[config.mk]
export PLATFORM = sky130hd
export DESIGN_NAME = program_memory
export DESIGN_NICKNAME = d
export VERILOG_FILES = /design/src/rtl/mips_pkg.sv /design/src/rtl/program_rom_table.sv /design/src/rtl/program_memory.sv
export SDC_FILE = /design/constraint.sdc
export NUM_CORES = 1
export LEC_CHECK = 0
export BUFFER_PORTS_ARGS = -buffer_cell sky130_fd_sc_hd__buf_2
export CAP_MARGIN = 20
export CORE_MARGIN = 5
export CORE_UTILIZATION = 36
export DETAILED_ROUTE_END_ITERATION = 10
export PLACE_DENSITY = 0.77
export SLEW_MARGIN = 20
export SYNTH_ARGS = -nofsm -noshare
export SYNTH_HDL_FRONTEND = slang
export SYNTH_SLANG_ARGS = --single-unit
[constraint.sdc]
create_clock -name CLK -period 1.35 [get_ports CLK]
set_input_delay 0.27 -clock CLK [delete_from_list [all_inputs] [get_ports CLK]]
set_output_delay 0.27 -clock CLK [all_outputs]
set_load 0.01 [all_outputs]
[src/rtl/mips_pkg.sv]
// Shared MIPS definitions: opcode/funct fields, instruction encoders and the
// boot program that lives at the bottom of instruction memory.
package mips_pkg;

    localparam int unsigned DATA_W = 32;
    localparam logic [31:0] NOP    = 32'h0000_0000;

    localparam logic [5:0] OP_RTYPE = 6'h00;
    localparam logic [5:0] OP_ADDI  = 6'h08;
    localparam logic [5:0] OP_LW    = 6'h23;
    localparam logic [5:0] OP_SW    = 6'h2B;
    localparam logic [5:0] OP_BEQ   = 6'h04;
    localparam logic [5:0] OP_J     = 6'h02;
    localparam logic [5:0] FN_ADD   = 6'h20;
    localparam logic [5:0] FN_SUB   = 6'h22;

    localparam logic [4:0] R_ZERO = 5'd0;
    localparam logic [4:0] R_T0   = 5'd8;
    localparam logic [4:0] R_T1   = 5'd9;
    localparam logic [4:0] R_T2   = 5'd10;
    localparam logic [4:0] R_T3   = 5'd11;

    function automatic logic [31:0] enc_r(input logic [4:0] rs, input logic [4:0] rt,
                                          input logic [4:0] rd, input logic [5:0] funct);
        return {OP_RTYPE, rs, rt, rd, 5'd0, funct};
    endfunction

    function automatic logic [31:0] enc_i(input logic [5:0] op, input logic [4:0] rs,
                                          input logic [4:0] rt, input logic [15:0] imm);
        return {op, rs, rt, imm};
    endfunction

    function automatic logic [31:0] enc_j(input logic [5:0] op, input logic [25:0] target);
        return {op, target};
    endfunction

    localparam int unsigned BOOT_LEN = 8;

    localparam logic [31:0] BOOT_0 = enc_i(OP_ADDI, R_ZERO, R_T0, 16'd5);
    localparam logic [31:0] BOOT_1 = enc_i(OP_ADDI, R_ZERO, R_T1, 16'd10);
    localparam logic [31:0] BOOT_2 = enc_r(R_T0, R_T1, R_T2, FN_ADD);
    localparam logic [31:0] BOOT_3 = enc_i(OP_SW, R_ZERO, R_T2, 16'd0);
    localparam logic [31:0] BOOT_4 = enc_i(OP_LW, R_ZERO, R_T3, 16'd0);
    localparam logic [31:0] BOOT_5 = enc_i(OP_BEQ, R_T3, R_T2, 16'd1);
    localparam logic [31:0] BOOT_6 = enc_r(R_T0, R_T1, R_T2, FN_SUB);
    // Word target 7 = byte 0x1C: the halt loop jumps to itself.
    localparam logic [31:0] BOOT_7 = enc_j(OP_J, 26'd7);

endpackage

[src/rtl/program_rom_table.sv]
// Combinational byte-address -> instruction lookup; anything past the boot
// program or beyond DEPTH reads as NOP.
module program_rom_table
    import mips_pkg::*;
#(
    parameter int unsigned DEPTH  = 64,
    parameter int unsigned ADDR_W = 32
) (
    input  logic [ADDR_W-1:0]        addr,
    output logic [mips_pkg::DATA_W-1:0] data
);

    localparam int unsigned IDX_W = ADDR_W - 2;

    logic [IDX_W-1:0] idx;
    logic             unused_byte_offset;

    // Byte lanes within a word are irrelevant to a word-wide fetch.
    assign idx                = addr[ADDR_W-1:2];
    assign unused_byte_offset = ^addr[1:0];

    always_comb begin
        data = NOP;
        if (idx < IDX_W'(DEPTH) && idx < IDX_W'(BOOT_LEN)) begin
            case (idx[2:0])
                3'd0:    data = BOOT_0;
                3'd1:    data = BOOT_1;
                3'd2:    data = BOOT_2;
                3'd3:    data = BOOT_3;
                3'd4:    data = BOOT_4;
                3'd5:    data = BOOT_5;
                3'd6:    data = BOOT_6;
                default: data = BOOT_7;
            endcase
        end
    end

endmodule

[src/rtl/program_memory.sv]
// Fetch-stage instruction ROM: registered read of the word addressed by the
// PC, cleared to NOP by synchronous reset.
module program_memory
    import mips_pkg::*;
#(
    parameter int unsigned DEPTH  = 64,
    parameter int unsigned ADDR_W = 32,
    parameter int unsigned DATA_W = mips_pkg::DATA_W
) (
    input  logic              CLK,
    input  logic              RESET,
    input  logic [ADDR_W-1:0] ADDR,
    output logic [DATA_W-1:0] DATA
);

    logic [mips_pkg::DATA_W-1:0] rom_data;

    program_rom_table #(
        .DEPTH  (DEPTH),
        .ADDR_W (ADDR_W)
    ) u_table (
        .addr (ADDR),
        .data (rom_data)
    );

    always_ff @(posedge CLK) begin
        if (RESET) begin
            DATA <= DATA_W'(NOP);
        end else begin
            DATA <= DATA_W'(rom_data);
        end
    end

endmodule

==> run summary <==
The run finished with clean final reports. The number of buffers inserted by port buffering came out at 49. The remaining routing DRC violations is 0. After clock tree synthesis, the flow added hold-fix buffers numbering 0. Cells fill about half of the core in the end.

The average cell area after synthesis is about 9.5 µm². In the synthesized netlist the async set-or-reset flop fraction comes to 0%. The most used flip-flop cell after synthesis is sky130_fd_sc_hd__dfxtp_1. The number of global-route vias before repair is 482. The Yosys step of the flow raised 0 warnings. The core region is 1920 µm².

Synthesis produced a netlist whose cell count is 75. The routability congestion estimate from global placement is about 0.76. The critical path is of the in2reg type. The HPWL after detailed placement came out at roughly 1300 µm. The critical path capture point type is a flop. The worst setup slack after placement came out at -0.0111 ns. The number of buffers between clock root and the deepest sink is 2. By count the netlist is led by sky130_fd_sc_hd__buf_4 (19), sky130_fd_sc_hd__dfxtp_1 (13), sky130_fd_sc_hd__nor3_2 (10), sky130_fd_sc_hd__nor4_1 (6). The number of slew-limit violations in the final report is 0. Setup violations remaining at the end of the flow were counted as 0. The iteration-0 DRC count of the detailed router is 5. After clock tree synthesis, the clock-pin slew on the worst setup and hold paths is 0.07 ns. The area of the mapped netlist came out at roughly 710 µm². In this run the worst path has a maximum fanout of 5. The die boundary width came out at 54.4 µm. The signal arrival time at the worst endpoint is 1.28 ns. In this design, the stage delay of the slowest critical-path cell is 0.27 ns.

The minimum clock period is 1.09 ns. The number of post-CTS setup repair buffers came out at 0. The final antenna diode count is 0. The clock tree from TritonCTS is yes. In this run the core area contains 16 standard-cell rows. Once detail routing completed, the nets flagged for antenna violations numbered 0. The number of buffers and inverters on the critical path is 2. Sorting the synthesized cells by area gives the leading types as sky130_fd_sc_hd__dfxtp_1 (37%), sky130_fd_sc_hd__buf_4 (20%), sky130_fd_sc_hd__nor3_2 (14%), sky130_fd_sc_hd__nor4_1 (5.3%), sky130_fd_sc_hd__a211oi_1 (2.1%). The tightest min-delay check is of the in2reg type.

The total global-route track usage came out at around 8.9%. The number of enable flip-flop cells after synthesis came out at 0. The first-pass GRT wire length came out at slightly below 2000 µm. For this design the ratio of total power to cell area is roughly 780 nW/µm². The number of primary I/O pins came out at 66. The register with the most flip-flops in the final layout is DATA. Setup repair after global routing left no endpoint under its margin. On the critical path, the stage with the largest delay is an instance of sky130_fd_sc_hd__nor4_1. Clock tree synthesis found a total of 13 sinks.

The data required time of the worst path is 1.54 ns. sky130_fd_sc_hd__dfxtp_1 takes more of the synthesized area than any other cell. The post-synthesis cell type count is 24. The area added between synthesis and finish is 30.1%. The die height came out at 54.4 µm. The number of failing hold endpoints at the final stage is 0. The post-layout worst setup margin is ~0.26 ns. In the final design database the tool counted around 160 nets. The first-pass iteration count of the detailed router is 4. Timing would allow up to roughly 920 MHz. The number of antenna violations at the first check in global routing came out at 0.

The fraction of the cycle the final worst path needs is about 81%. The max-capacitance violation count came out at 0. The largest vdd supply drop came out at about 0.00031 V.

The signal on the critical path passes through buf_2, nor4_1, nand4_1, buf_4, nor3_2. Sequential elements use between 30 and 40% of the synthesized area. The worst setup path is launched from an input port. The routed length per instance is 10.1 µm. The final global-route overflow total came out at 0. Post-CTS repair changed the size of 0 cells.

The proportion of layout cells with a drive suffix above 1 came out at a little under three fifths. The detailed-route vias per instance is around 4.2. The level count of the clock H-tree came out at 1. In this run the biggest area consumer among cell types represents 36.6% of the synthesized area. The total die area is ~3000 µm².

Across all layers, the routed design uses around 620 vias. Entering global routing, the biggest net connects 11 pins. The effective utilization at floorplan is roughly 37%. The cell with the most instances after synthesis is sky130_fd_sc_hd__buf_4. In the final layout, the registers with the most flip-flops are DATA: 13 flops. The flip-flop count of the largest register after layout is 13. In this run, synthesis produced a sequential element count of 13. The tree is rooted in a sky130_fd_sc_hd__clkbuf_4. For this design the static power due to leakage is roughly 0.00044 µW. The cell family contributing the most delay on the critical path is simple AND/OR/NAND/NOR gates. The post-detailed-routing wire length came out at approximately 1500 µm. The number of buffers added by the clock tree synthesis step came out at 3.
## per-layer routing
metal | up-vias | routed length (µm) | global-route usage, %
met5 | - | 0 | 0
met4 | 0 | 0 | 3.73
met3 | 0 | 214 | 2.18
met2 | 35 | 739 | 14.1
met1 | 262 | 546 | 11.5
li1 | 322 | - | -
## cells by family after synthesis
| family | share of synthesized area [%] |
|---|---|
| compound gates | 4.93 |
| buf+inv | 23.9 |
| xor+xnor | 1.23 |
| flops | 36.6 |
| mux | 1.58 |
| simple gates | 31.2 |
| other cells | 0.528 |
## cell type report
class                      count  area [µm²]
sequential                    13         260
timing repair buffer          53         275
tap                           27        33.8
clock buffer                   4        26.3
fill                         204         997
multi-input combinational     51         329
## layout by cell type, fill, tap and decap left out, types with 2 or more instances in the layout
| master | count |
|---|---|
| sky130_fd_sc_hd__a211oi_1 | 2 |
| sky130_fd_sc_hd__a21oi_1 | 2 |
| sky130_fd_sc_hd__buf_2 | 49 |
| sky130_fd_sc_hd__buf_4 | 4 |
| sky130_fd_sc_hd__clkbuf_4 | 3 |
| sky130_fd_sc_hd__conb_1 | 14 |
| sky130_fd_sc_hd__dfxtp_1 | 13 |
| sky130_fd_sc_hd__nand2_1 | 3 |
| sky130_fd_sc_hd__nor2_1 | 2 |
| sky130_fd_sc_hd__nor3_2 | 10 |
| sky130_fd_sc_hd__nor4_1 | 6 |
## through the flow
stage                     hold WS, ns  area [µm²]  power, µW  instances  TNS [ns]
final                           0.308         925        718        148         0
after global routing            0.321         925        756        148         0
after CTS                       0.294         925        727        148         0
after detailed placement        0.585         898        493        144   -0.0419
after global placement          0.579         898        490        144   -0.0106
after floorplan                 0.498         759        476         88         0
## power by group
group | switching (µW) | internal, µW
Sequential | 0.000000307 | 383
Combinational | 56.1 | 46.4
Clock | 118 | 114
## worst paths after layout
check                    start       end  slack [ns]  cells past startpoint
worst max-delay path  ADDR[20]   DATA[3]        0.26                      5
worst min-delay path   ADDR[4]  DATA[29]        0.31                      2
Power figures use the tool's default switching activity.
